==> config.mk <==
export PLATFORM = sky130hd
export DESIGN_NAME = uart_8250_wb_init
export DESIGN_NICKNAME = d
export VERILOG_FILES = /design/src/rtl/uart_8250_wb_init.sv
export SDC_FILE = /design/constraint.sdc
export NUM_CORES = 1
export LEC_CHECK = 0
export BUFFER_PORTS_ARGS = -buffer_cell sky130_fd_sc_hd__buf_4
export CORE_MARGIN = 2
export CORE_UTILIZATION = 45
export CTS_CLUSTER_SIZE = 12
export DETAILED_ROUTE_END_ITERATION = 8
export HOLD_SLACK_MARGIN = 0.08
export PLACE_DENSITY = 0.95
export SKIP_CTS_REPAIR_TIMING = 1
export SYNTH_ARGS = -nofsm -noshare
export SYNTH_HDL_FRONTEND = slang
export SYNTH_SLANG_ARGS = --single-unit
==> constraint.sdc <==
create_clock -name CLK_I -period 3.95 [get_ports CLK_I]
set_input_delay 0 -clock CLK_I [delete_from_list [all_inputs] [get_ports CLK_I]]
set_output_delay 0 -clock CLK_I [all_outputs]
set_load 0.005 [all_outputs]
==> src/rtl/uart_8250_wb_init.sv <==
// uart_8250_wb_init: Wishbone initiator that programs a uart_8250 and bridges byte streams to THR/RBR.
// Optional WB_ACK_TIMEOUT_EN: abort bus cycles that see no ACK within ACK_TIMEOUT cycles and flag bus_err.
module uart_8250_wb_init #(
  parameter logic [31:0] BASE_ADDR   = 32'h1250_0000,
  parameter int          REG_STRIDE  = 4,
  parameter logic [15:0] DIVISOR     = 16'd27,
  parameter logic [7:0]  LCR_VAL     = 8'h03,
  parameter logic [7:0]  FCR_VAL     = 8'h07,
  parameter int          ACK_TIMEOUT = 255
) (
  input  logic        CLK_I,
  input  logic        RST_I,
  output logic [31:0] ADR_O,
  output logic [31:0] DAT_O,
  input  logic [31:0] DAT_I,
  output logic        WE_O,
  output logic [3:0]  SEL_O,
  output logic        STB_O,
  input  logic        ACK_I,
  output logic        CYC_O,
  input  logic        INT_I,
  input  logic [7:0]  tx_data,
  input  logic        tx_valid,
  output logic        tx_ready,
  output logic [7:0]  rx_data,
  output logic        rx_valid,
  input  logic        rx_ready,
  output logic        init_done,
  output logic        bus_err
);
  typedef enum logic [3:0] {
    S_W_LCR_DLAB, S_W_DLL, S_W_DLM, S_W_LCR, S_W_FCR, S_W_IER,
    S_IDLE, S_RD_LSR, S_RD_RBR, S_WR_THR
  } state_t;
  state_t      r_state, w_next;
  logic        r_cyc, r_we, r_rx_valid, r_init_done;
  logic [31:0] r_adr, r_dat;
  logic [3:0]  r_sel;
  logic [7:0]  r_rx_data;
  logic [2:0]  w_off;
  logic [7:0]  w_wbyte, w_rbyte;
  logic        w_we, w_ack, w_tmo, w_unused;
  logic [31:0] w_adr;
  logic [3:0]  w_sel;
  assign w_ack    = r_cyc & ACK_I;
  assign w_adr    = BASE_ADDR + 32'(w_off) * 32'(REG_STRIDE);
  assign w_sel    = (REG_STRIDE == 4) ? 4'b0001 : 4'b0001 << w_adr[1:0];
  assign w_rbyte  = (REG_STRIDE == 4) ? DAT_I[7:0] : DAT_I[{r_adr[1:0], 3'b000} +: 8];
  assign w_unused = &{1'b0, INT_I, DAT_I};
  assign ADR_O     = r_adr;
  assign DAT_O     = r_dat;
  assign WE_O      = r_we;
  assign SEL_O     = r_sel;
  assign STB_O     = r_cyc;
  assign CYC_O     = r_cyc;
  assign tx_ready  = w_ack && r_state == S_WR_THR;
  assign rx_data   = r_rx_data;
  assign rx_valid  = r_rx_valid;
  assign init_done = r_init_done;
`ifdef WB_ACK_TIMEOUT_EN
  logic [15:0] r_tmo_cnt;
  logic        r_bus_err;
  assign w_tmo   = r_cyc && !ACK_I && r_tmo_cnt == 16'(ACK_TIMEOUT - 1);
  assign bus_err = r_bus_err;
  // count cycles spent waiting for ACK in the current bus cycle
  always_ff @(posedge CLK_I)
    if (RST_I || !r_cyc) r_tmo_cnt <= '0;
    else r_tmo_cnt <= r_tmo_cnt + 16'd1;
  // sticky record of any aborted bus cycle
  always_ff @(posedge CLK_I)
    if (RST_I) r_bus_err <= 1'b0;
    else if (w_tmo) r_bus_err <= 1'b1;
`else
  assign w_tmo   = 1'b0;
  assign bus_err = 1'b0;
`endif
  // register offset, write byte and direction of the access each state performs
  always_comb begin
    w_off   = 3'd0;
    w_wbyte = 8'h00;
    w_we    = 1'b1;
    case (r_state)
      S_W_LCR_DLAB: begin w_off = 3'd3; w_wbyte = 8'h80; end
      S_W_DLL:      w_wbyte = DIVISOR[7:0];
      S_W_DLM:      begin w_off = 3'd1; w_wbyte = DIVISOR[15:8]; end
      S_W_LCR:      begin w_off = 3'd3; w_wbyte = LCR_VAL & 8'h7F; end
      S_W_FCR:      begin w_off = 3'd2; w_wbyte = FCR_VAL; end
      S_W_IER:      w_off = 3'd1;
      S_RD_LSR:     begin w_off = 3'd5; w_we = 1'b0; end
      S_RD_RBR:     w_we = 1'b0;
      S_WR_THR:     w_wbyte = tx_data;
      default:      w_we = 1'b0;
    endcase
  end
  // advance on ACK; RX wins over TX after an LSR poll; aborted runtime accesses fall back to IDLE
  always_comb begin
    w_next = r_state;
    case (r_state)
      S_IDLE:   w_next = S_RD_LSR;
      S_RD_LSR: if (w_ack) w_next = (w_rbyte[0] && !r_rx_valid) ? S_RD_RBR :
                                    (w_rbyte[5] && tx_valid) ? S_WR_THR : S_IDLE;
      S_RD_RBR, S_WR_THR, S_W_IER: if (w_ack) w_next = S_IDLE;
      default:  if (w_ack) w_next = state_t'(r_state + 4'd1);
    endcase
    if (w_tmo && r_state inside {S_RD_LSR, S_RD_RBR, S_WR_THR}) w_next = S_IDLE;
  end
  // state register
  always_ff @(posedge CLK_I)
    if (RST_I) r_state <= S_W_LCR_DLAB;
    else r_state <= w_next;
  // bus cycle launch/termination, RX holding register and init flag
  always_ff @(posedge CLK_I) begin
    if (RST_I) begin
      r_cyc       <= 1'b0;
      r_we        <= 1'b0;
      r_adr       <= '0;
      r_dat       <= '0;
      r_sel       <= '0;
      r_rx_valid  <= 1'b0;
      r_rx_data   <= '0;
      r_init_done <= 1'b0;
    end else begin
      if (w_ack || w_tmo) r_cyc <= 1'b0;
      else if (!r_cyc && r_state != S_IDLE) begin
        r_cyc <= 1'b1;
        r_adr <= w_adr;
        r_dat <= {4{w_wbyte}};
        r_we  <= w_we;
        r_sel <= w_sel;
      end
      if (w_ack && r_state == S_RD_RBR) begin
        r_rx_data  <= w_rbyte;
        r_rx_valid <= 1'b1;
      end else if (r_rx_valid && rx_ready) r_rx_valid <= 1'b0;
      if (w_ack && r_state == S_W_IER) r_init_done <= 1'b1;
    end
  end
endmodule

# Yosys cells after proc, flatten, opt, wreduce, memory -nomap -nowiden
# Index checks and enable logic that the tools add are counted.
# word_totals
register_bits,81
# op_classes
add_sub_neg,2
eq_ne,12
reduce_logical,19
n_bitwise,2
mux,11
# op_table
cell,n
8-bit one-hot mux with 5 select lines,1
"29-bit by 5-bit adder with 30-bit output, first input constant",1
4-bit 2-to-1 mux,5
"4-bit by 3-bit equality test with 1-bit output, second input constant",4
3-bit one-hot mux with 4 select lines,1
4-bit one-hot mux with 3 select lines,1
"4-bit by 2-bit equality test with 1-bit output, second input constant",2
"4-bit equality test, second input constant",2
1-bit logical AND,7
7-bit OR reduction,1
2-bit OR reduction,3
"4-bit by 1-bit adder with 4-bit output, second input constant",1
"4-bit by 1-bit equality test with 1-bit output, second input constant",1
4-bit zero test,1
"2-bit inequality test, second input constant",2
"4-bit by 3-bit inequality test with 1-bit output, second input constant",1
2-bit nonzero test,2
1-bit 2-to-1 mux,3
3-bit AND reduction,1
3-bit OR reduction,1
1-bit zero test,2
2-bit AND reduction,1
1-bit bitwise AND,1
1-bit inverter,1

# Logic depth before layout (Yosys ltp)
# Gate-level depths: netlist of run 1.
# depth
word_depth,5
depth_mapped,7
ltp_nobuf,6

# Worst setup path before layout of run 1
# No wires, ideal clock.
# synth_path
path_type,register -> register
start,register r_state[1]
end,register r_state[1]
synth_period_minus_slack_ns,1.545
required_time_ns,3.815
slack_ns,2.405
stages_incl_launch_ff,8
setup_time_ns,0.135
t_arrival_ns,1.410
n_path_buf,1
path_cell_list,dfxtp_1 inv_1 ha_1 buf_4 o21ai_1 o221ai_2 a311oi_1 nor3_1
# synth_between
elab_chain_len,4
# synth_rtl
item,line,rtl
start: declaration,35,"state_t r_state, w_next;"
start signal: assignment,110,else r_state <= w_next;
"parallel branches: the longest is 4 deep, another holds 4-bit by 1-bit adder with 4-bit output",--,
# Several ways; the timed one is not identified. The select of a mux whose other input is x is not followed.
# A chain may end at the register's enable or synchronous reset.

# Worst setup path in the final report of run 1
# layout_path
start,register r_state[3]
end,"register r_dat[26], in the netlist DAT_O[26]"
# layout_between
elab_chain_len,3
# layout_rtl
item,line,rtl
"parallel branches: the longest is 3 deep, another holds 8-bit one-hot mux with 5 select lines",--,
end signal: assignment,127,r_dat <= {4{w_wbyte}};
end: declaration,37,"logic [31:0] r_adr, r_dat;"
# Several ways; the timed one is not identified.

==> flow_results.org, run 1 <==
** Run status
- Result of the run :: complete, no violations

** Clocking
- The tree is rooted in a sky130_fd_sc_hd__clkbuf_8.
- The longest clock path from root to sink contains 2 buffers.
- After clock tree synthesis, the clock-pin slew on the worst setup and hold paths is 0.09 ns.
- Clock latency on the worst-skew pair, taken at its later pin, is 0.28 ns.
- TritonCTS clock tree :: yes
- Num CTS Buffers :: 3
- CTS saw 28 sinks.
- Number of levels in the clock H-tree :: 1

** Layout
- The final layout contains 322 nets.
- Finished layout cell area :: 2270 um2
- Diodes inserted :: 0
- Final Util :: 56.8%
- Most frequent cells in the layout :: sky130_fd_sc_hd__buf_4 (74), sky130_fd_sc_hd__conb_1 (29), sky130_fd_sc_hd__dfxtp_1 (28), sky130_fd_sc_hd__nor2_1 (26), sky130_fd_sc_hd__dlygate4sd3_1 (15)
- The library cell used most frequently in the layout, excluding fill and tap cells, is sky130_fd_sc_hd__buf_4.
- From synthesis to final layout, the design area changed by 21.1%.
- Cells with a size suffix above 1 make up 33.6% of the layout.

** Power and ir drop
- Power density over the cells :: 282 nW/um2
- Total power consumption of the routed design :: 0.000641 W
- VDD IR max :: 0.227 mV
- For this design the static power due to leakage is 1.10 nW.

** STA
- Setup TNS Final :: 0 ns
- At the pin with the least slew margin, the transition time is 0.590 ns.
- Headroom to the max-slew limit came out at 60.6%.
- Endpoints failing hold :: 0
- The final critical path takes up 45.4% of the cycle.
- Final hold slack :: 0.0982 ns
- Across the routed clock network, the largest skew measured is 0.00372 ns.
- Highest attainable clock frequency :: 0.557 GHz
- Number of setup violations in the final report :: 0
- The routed design could run at a clock period as short as 1.79 ns.
- RSZ-0062 raised after global routing :: false
- Number of slew-limit violations in the final report :: 0

** Floorplanning
- # rows :: 23
- Width of the chip :: 68.6 um
- Area of the core :: 4000 um2
- The die is 68.6 um tall.
- Starting Density :: 46.9%
- DIE AREA :: 4700 um2
- In this run the count of I/O pins placed on the die edge is 129.

** Yosys
- In the synthesized netlist the async set-or-reset flop fraction comes to 0%.
- Number of synthesized flops with an enable pin :: 0
- The synthesized netlist occupies a cell area of 1880 um2.
- Share of synthesized area occupied by flip-flops and latches :: 29.9%
- Post-synthesis sequential element count :: 28
- The most used flip-flop cell after synthesis is sky130_fd_sc_hd__dfxtp_1.
- Yosys printed 0 warnings.
- Synthesized instance count :: 221
- The synthesized netlist contains 41 unique library cells.
- A synthesized cell averages 8.49 um2.

** Worst setup path
- Worst R2R Path Depth :: 4
- For the worst setup path, the data required time is 4.15 ns.
- Along the worst path, the maximum fanout reaches 12.
- STA classifies the critical path endpoint as a flop.
- STA puts the critical path data arrival time at 1.99 ns.
- STA classifies the critical path startpoint as a flop.
- Critical path class :: flop to flop

** GRT
- Number of antenna violations at the first check in global routing :: 0
- Global-route wire length before repair :: 5.69 mm
- The via count of the first global-routing pass came to 1271.
- Entering global routing, the biggest net connects 29 pins.
- Global routing used 16.0% of the available tracks across all layers.
- Congestion Overflow GR :: 0

** Placed design
- Routability-driven placement finished with a final weighted congestion of 0.852.
- Placed cell areas :: 2070 um2
- Count of buffers from port buffering :: 74
- DP Wirelength :: 2.85 mm

** Drt
- Router iterations before antenna repair :: 4
- Initial DRC Count :: 101
- Vias :: 1520
- The detail route stage leaves a number of antenna-violating nets equal to 0.
- Total wire length after detailed routing :: 4.02 mm
- Number of remaining DRC errors :: 0
- After detailed routing, the average wire length per cell comes to 12.5 um.
- Via density per instance :: 4.74

** Worst hold path
- The worst hold path passes through 2 cells.
- Hold crit path type :: input pin to flop

** Job
- Number of max-cap violations :: 0
[logic make-up after synthesis]
logic type / after synthesis / synth area share, %
fa+ha+maj: 4 / 2.67
buf+inv: 74 / 29.0
other cells: 1 / 0.200
flops: 28 / 29.9
simple gates: 65 / 17.1
compound gates: 41 / 16.9
mux: 8 / 4.27
[per-stage QoR]
stage / worst slack (ns) / instances
after floorplan: 2.40 / 249
after global placement: 2.26 / 302
after detailed placement: 2.19 / 302
after CTS: 2.17 / 306
after global routing: 1.99 / 321
final: 2.16 / 321
[cell type report]
class / instances / area (um2)
Sequential cell: 28 / 561
Tap cell: 50 / 62.6
Fill cell: 348 / 1730
Inverter: 3 / 11.3
Multi-Input combinational cell: 147 / 877
Clock buffer: 4 / 55.1
Timing Repair Buffer: 89 / 706
[cell usage after synthesis, types with 2 or more instances]
cell type                   count  area [um2]
sky130_fd_sc_hd__a31oi_1        2        12.5
sky130_fd_sc_hd__a21oi_1       13        65.1
sky130_fd_sc_hd__a21oi_2        2        17.5
sky130_fd_sc_hd__nor2_1        26        97.6
sky130_fd_sc_hd__buf_2          2        10.0
sky130_fd_sc_hd__dfxtp_1       28         561
sky130_fd_sc_hd__buf_6          5        56.3
sky130_fd_sc_hd__a311oi_2       2        30.0
sky130_fd_sc_hd__and2b_1        2        15.0
sky130_fd_sc_hd__nor2b_1        4        25.0
sky130_fd_sc_hd__nor3_1         3        15.0
sky130_fd_sc_hd__a2bb2oi_1      2        17.5
sky130_fd_sc_hd__a211oi_2       3        37.5
sky130_fd_sc_hd__clkbuf_1       4        15.0
sky130_fd_sc_hd__a211oi_1       3        22.5
sky130_fd_sc_hd__nand2_1       13        48.8
sky130_fd_sc_hd__o21ai_1        2        10.0
sky130_fd_sc_hd__mux2i_1        8        80.1
sky130_fd_sc_hd__inv_1          2        7.51
sky130_fd_sc_hd__and2_1         3        18.8
sky130_fd_sc_hd__nand2b_1       2        12.5
sky130_fd_sc_hd__buf_4         60         450
sky130_fd_sc_hd__o21ai_0        5        25.0
sky130_fd_sc_hd__nand3_1        5        25.0
sky130_fd_sc_hd__ha_1           4        50.1
[worst max-delay path, stage by stage (launching register included)]
cell,delay [ns]
sky130_fd_sc_hd__dfxtp_1,0.61
sky130_fd_sc_hd__and2b_4,0.31
sky130_fd_sc_hd__a21oi_2,0.47
sky130_fd_sc_hd__nor2_1,0.10
sky130_fd_sc_hd__a211oi_2,0.22
[where the power goes]
| part | internal [W] | switching [W] | total (W) |
|---|---|---|---|
| logic | 0.0000818 | 0.0000705 | 0.000152 |
| registers | 0.000295 | 0.0000171 | 0.000312 |
| clock network | 0.0000893 | 0.0000871 | 0.000176 |
[per-layer routing]
| metal | part of all wire (%) | global-route usage [%] | vias up |
|---|---|---|---|
| met1 | 39 | 19.3 | 691 |
| met2 | 51 | 27.5 | 72 |
| met3 | 9.1 | 4.87 | 4 |
| met5 | 0 | 0 | - |
| met4 | 0.72 | 4.25 | 0 |
| li1 | - | - | 753 |
[final timing paths]
kind	from	slack, ns	endpoint
hold reg to reg	ADR_O[3]	0.47	ADR_O[3]
hold / removal	RST_I	0.1	rx_data[3]
setup / recovery	r_state[3]	2.16	DAT_O[26]
setup reg to reg	r_state[3]	2.16	DAT_O[26]
[state kept, by name, summed over array words and instances, names as in the netlist]
signal     cells
rx_valid       1
DAT_O          8
CYC_O          1
r_state        4
rx_data        8
WE_O           1
ADR_O          4
init_done      1
Power figures use the tool's default switching activity.
==> run 2: changes to the inputs <==
--- a/config.mk
+++ b/config.mk
@@ -7,11 +7,11 @@
 export LEC_CHECK = 0
 export BUFFER_PORTS_ARGS = -buffer_cell sky130_fd_sc_hd__buf_4
 export CORE_MARGIN = 2
-export CORE_UTILIZATION = 45
+export CORE_UTILIZATION = 42
 export CTS_CLUSTER_SIZE = 12
 export DETAILED_ROUTE_END_ITERATION = 8
 export HOLD_SLACK_MARGIN = 0.08
-export PLACE_DENSITY = 0.95
+export PLACE_DENSITY = 0.91
 export SKIP_CTS_REPAIR_TIMING = 1
 export SYNTH_ARGS = -nofsm -noshare
 export SYNTH_HDL_FRONTEND = slang
==> constraint.sdc (replaced) <==
create_clock -name CLK_I -period 1.83 [get_ports CLK_I]
set_input_delay 0 -clock CLK_I [delete_from_list [all_inputs] [get_ports CLK_I]]
set_output_delay 0 -clock CLK_I [all_outputs]
set_load 0.005 [all_outputs]
==> run 2 against run 1 <==
Sequential cell count unchanged. Fmax is 6.7% higher. Via count increased by 0.99%. Hold slack got worse by 0.0043 ns. Register-to-register slack got worse by 2.0 ns. Combinational power grew 130%. Count of clock-buffer cells in the layout decreased by 1. Sequential power increased by 110%. Power increased by 130%. Final cell count is 1.9% higher. Critical path depth grew 2. Largest power group unchanged. Highest routed layer unchanged.
==> flow_results.org, run 2 (synthesis results as in run 1) <==
** Floorplanning
- The effective utilization at floorplan is 43.4% (-3.5 points).
- Area of the core :: 4320 um2 (+8.1%)
- Number of top-level pins :: 129 (unchanged)
- # rows :: 24 (+4.3%)
- Width of the chip :: 70.8 um (+3.3%)
- The area enclosed by the die boundary was 5020 um2 (+6.7%).
- Die Ht :: 70.8 um (+3.3%)

** Power and ir drop
- The total leakage power was 1.12 nW (+2.4%).
- The largest vdd supply drop came to 0.458 mV (+100%).
- The overall power of the completed layout is 0.00150 W (+130%).
- The power density of the placed cells came to 646 nW/um2 (+130%).

** GRT
- The total grt overflow came to 0 (unchanged).
- The via count of the first global-routing pass was 1317 (+3.6%).
- Number of antenna violations at the first check in global routing :: 0 (unchanged)
- Pin count of the biggest net entering global routing :: 29 (unchanged)
- The overall routing resource usage was 14.5% (-1.5 points).
- Global-route wire length before repair :: 5.91 mm (+4.0%)

** STA
- The shortest period the worst path allows came to 1.68 ns (-0.113 ns).
- The final hold slack came to 0.0939 ns (-0.00429 ns).
- Highest attainable clock frequency :: 0.595 GHz (+6.7%)
- The max-slew violation count is 0 (unchanged).
- Final cycle utilization of the critical path :: 91.9% (+46 points)
- The final clock skew was 0.00758 ns (+0.00387 ns).
- Number of setup violations in the final report :: 0 (unchanged)
- RSZ-0062 raised after global routing :: false
- Setup TNS Final :: 0 ns (unchanged)
- Endpoints failing hold :: 0 (unchanged)

** Drt
- Antenna-violating nets left :: 0 (unchanged)
- The length of the first detailed-routing pass in iterations is 4 (unchanged).
- The average detailed-routed wire length per instance came to 12.0 um (-3.8%).
- Via density per instance :: 4.69 (-0.87%)
- The final wirelength was 3.94 mm (-2.0%).
- Vias :: 1535 (+0.99%)
- Number of remaining DRC errors :: 0 (unchanged)
- The number of DRC markers after the initial detailed-route iteration was 47 (-53%).

** Placed design
- The count of input and output buffers was 74 (unchanged).
- Placed cell areas :: 2100 um2 (+1.6%)
- The post-placement cell count was 308 (+2.0%).
- The weighted congestion reported at the end of routability-driven placement is 0.884 (+3.7%).
- The half-perimeter wire length after placement is 2.81 mm (-1.3%).

** Worst setup path
- Sequence of cells on the critical path :: inv_1 -> ha_1 -> o21ai_2 -> o221ai_2 -> a311oi_1 -> nor3_1
- Worst stage delay on the critical path :: 0.43 ns (-0.18 ns)
- The highest net fanout along the worst path was 6 (-6).
- The worst setup path is captured at a flop.
- On the critical path, the stage with the largest delay is an instance of sky130_fd_sc_hd__dfxtp_1.
- STA classifies the critical path startpoint as a flop.
- The worst endpoint data arrival time is 1.84 ns (-0.15 ns).
- Data required time of the critical path :: 1.99 ns (-2.16 ns)
- Flop-to-flop setup slack :: 0.15 ns (-2.01 ns)
- Critical path class :: flop to flop

** Layout
- Most frequent cells in the layout :: sky130_fd_sc_hd__buf_4 (78), sky130_fd_sc_hd__conb_1 (29), sky130_fd_sc_hd__dfxtp_1 (28), sky130_fd_sc_hd__nor2_1 (26), sky130_fd_sc_hd__dlygate4sd3_1 (15)
- The fraction of layout cells with a size suffix above 1 came to 35.3% (+1.7 points).
- The count of non-filler cells in the finished layout came to 327 (+1.9%).
- The number of inserted filler cells in the final layout came to 395 (+14%).
- Diodes inserted :: 0 (unchanged)
- The net total in the final layout came to 326 (+1.2%).
- The library cell used most frequently in the layout, excluding fill and tap cells, is sky130_fd_sc_hd__buf_4.
- Relative to the synthesized area, the layout overhead comes to 24.1%.
- The post-layout instance area came to 2330 um2 (+2.4%).

** Clocking
- The clock latency on the worst-skew pair came to 0.28 ns (about the same).
- The number of buffers created by CTS is 3 (unchanged).
- The tree is rooted in a sky130_fd_sc_hd__clkbuf_8.
- The clock slew seen by the registers of the worst setup and hold paths was 0.10 ns (about the same).
- Number of levels in the clock H-tree :: 1 (unchanged)
- TritonCTS clock tree :: yes
- The maximum count of clock buffers along a single path came to 2 (unchanged).
- The number of sinks handled by clock tree synthesis was 28 (unchanged).

** Worst hold path
- The path class of the tightest hold or removal check is input pin to flop.

** Run status
- Result of the run :: complete, no violations

** Job
- Number of max-cap violations :: 0 (unchanged)
-- run 2: cell types whose count changed in the layout (fill, tap and decap cells not counted) --
cell                        previous run  this run
sky130_fd_sc_hd__bufinv_16             0         1
sky130_fd_sc_hd__buf_4                74        78
sky130_fd_sc_hd__o21ai_2               0         1
sky130_fd_sc_hd__ha_1                  4         3
sky130_fd_sc_hd__clkbuf_8              4         3
sky130_fd_sc_hd__ha_2                  0         1
sky130_fd_sc_hd__o21ai_1               2         1
-- run 2: worst max-delay path, delay by kind of cell (launching register included) --
kind | cells | cell delay [ns]
fa+ha+maj | 1 | 0.29
buf+inv | 1 | 0.11
compound gates | 3 | 0.66
simple gates | 1 | 0.08
flops | 1 | 0.43
-- run 2: final timing paths --
kind / start / end / cells after the start
hold / removal: RST_I / ADR_O[25] / 2
hold reg to reg: ADR_O[3] / ADR_O[3] / 2
setup reg to reg: r_state[0] / r_state[1] / 6
setup / recovery: r_state[0] / r_state[1] / 6
-- run 2: report_power, final --
part | leakage, nW | internal, W | switching, W | total, W
Sequential | 0.229 | 0.000637 | 0.0000298 | 0.000667
Clock | 0.0357 | 0.000293 | 0.000200 | 0.000493
Combinational | 0.859 | 0.000184 | 0.000158 | 0.000342
-- run 2: layer usage --
metal / vias to the layer above / track usage [%] / part of all wire [%]
met1: 708 / 16.6 / 40
met2: 69 / 25.9 / 51
li1: 756 / - / -
met4: 0 / 3.98 / 0.33
met3: 2 / 4.56 / 8.7
met5: - / 0 / 0
-- run 2: metrics by stage --
stage	utilization [%]	setup slack, ns
after floorplan	-	0.285
after global placement	48.6	0.159
after detailed placement	48.6	0.0937
after CTS	50.2	0.0729
after global routing	53.8	0.00394
final	53.8	0.148
-- run 2: cell type report --
cell class | instances | area [um2] | share of cell area (%)
Clock inverter | 1 | 30.0 | 1.29
Sequential cell | 28 | 561 | 24.1
Clock buffer | 3 | 41.3 | 1.77
Tap cell | 52 | 65.1 | 2.80
Multi-Input combinational cell | 147 | 883 | 38.0
Inverter | 3 | 11.3 | 0.484
Timing Repair Buffer | 93 | 736 | 31.6
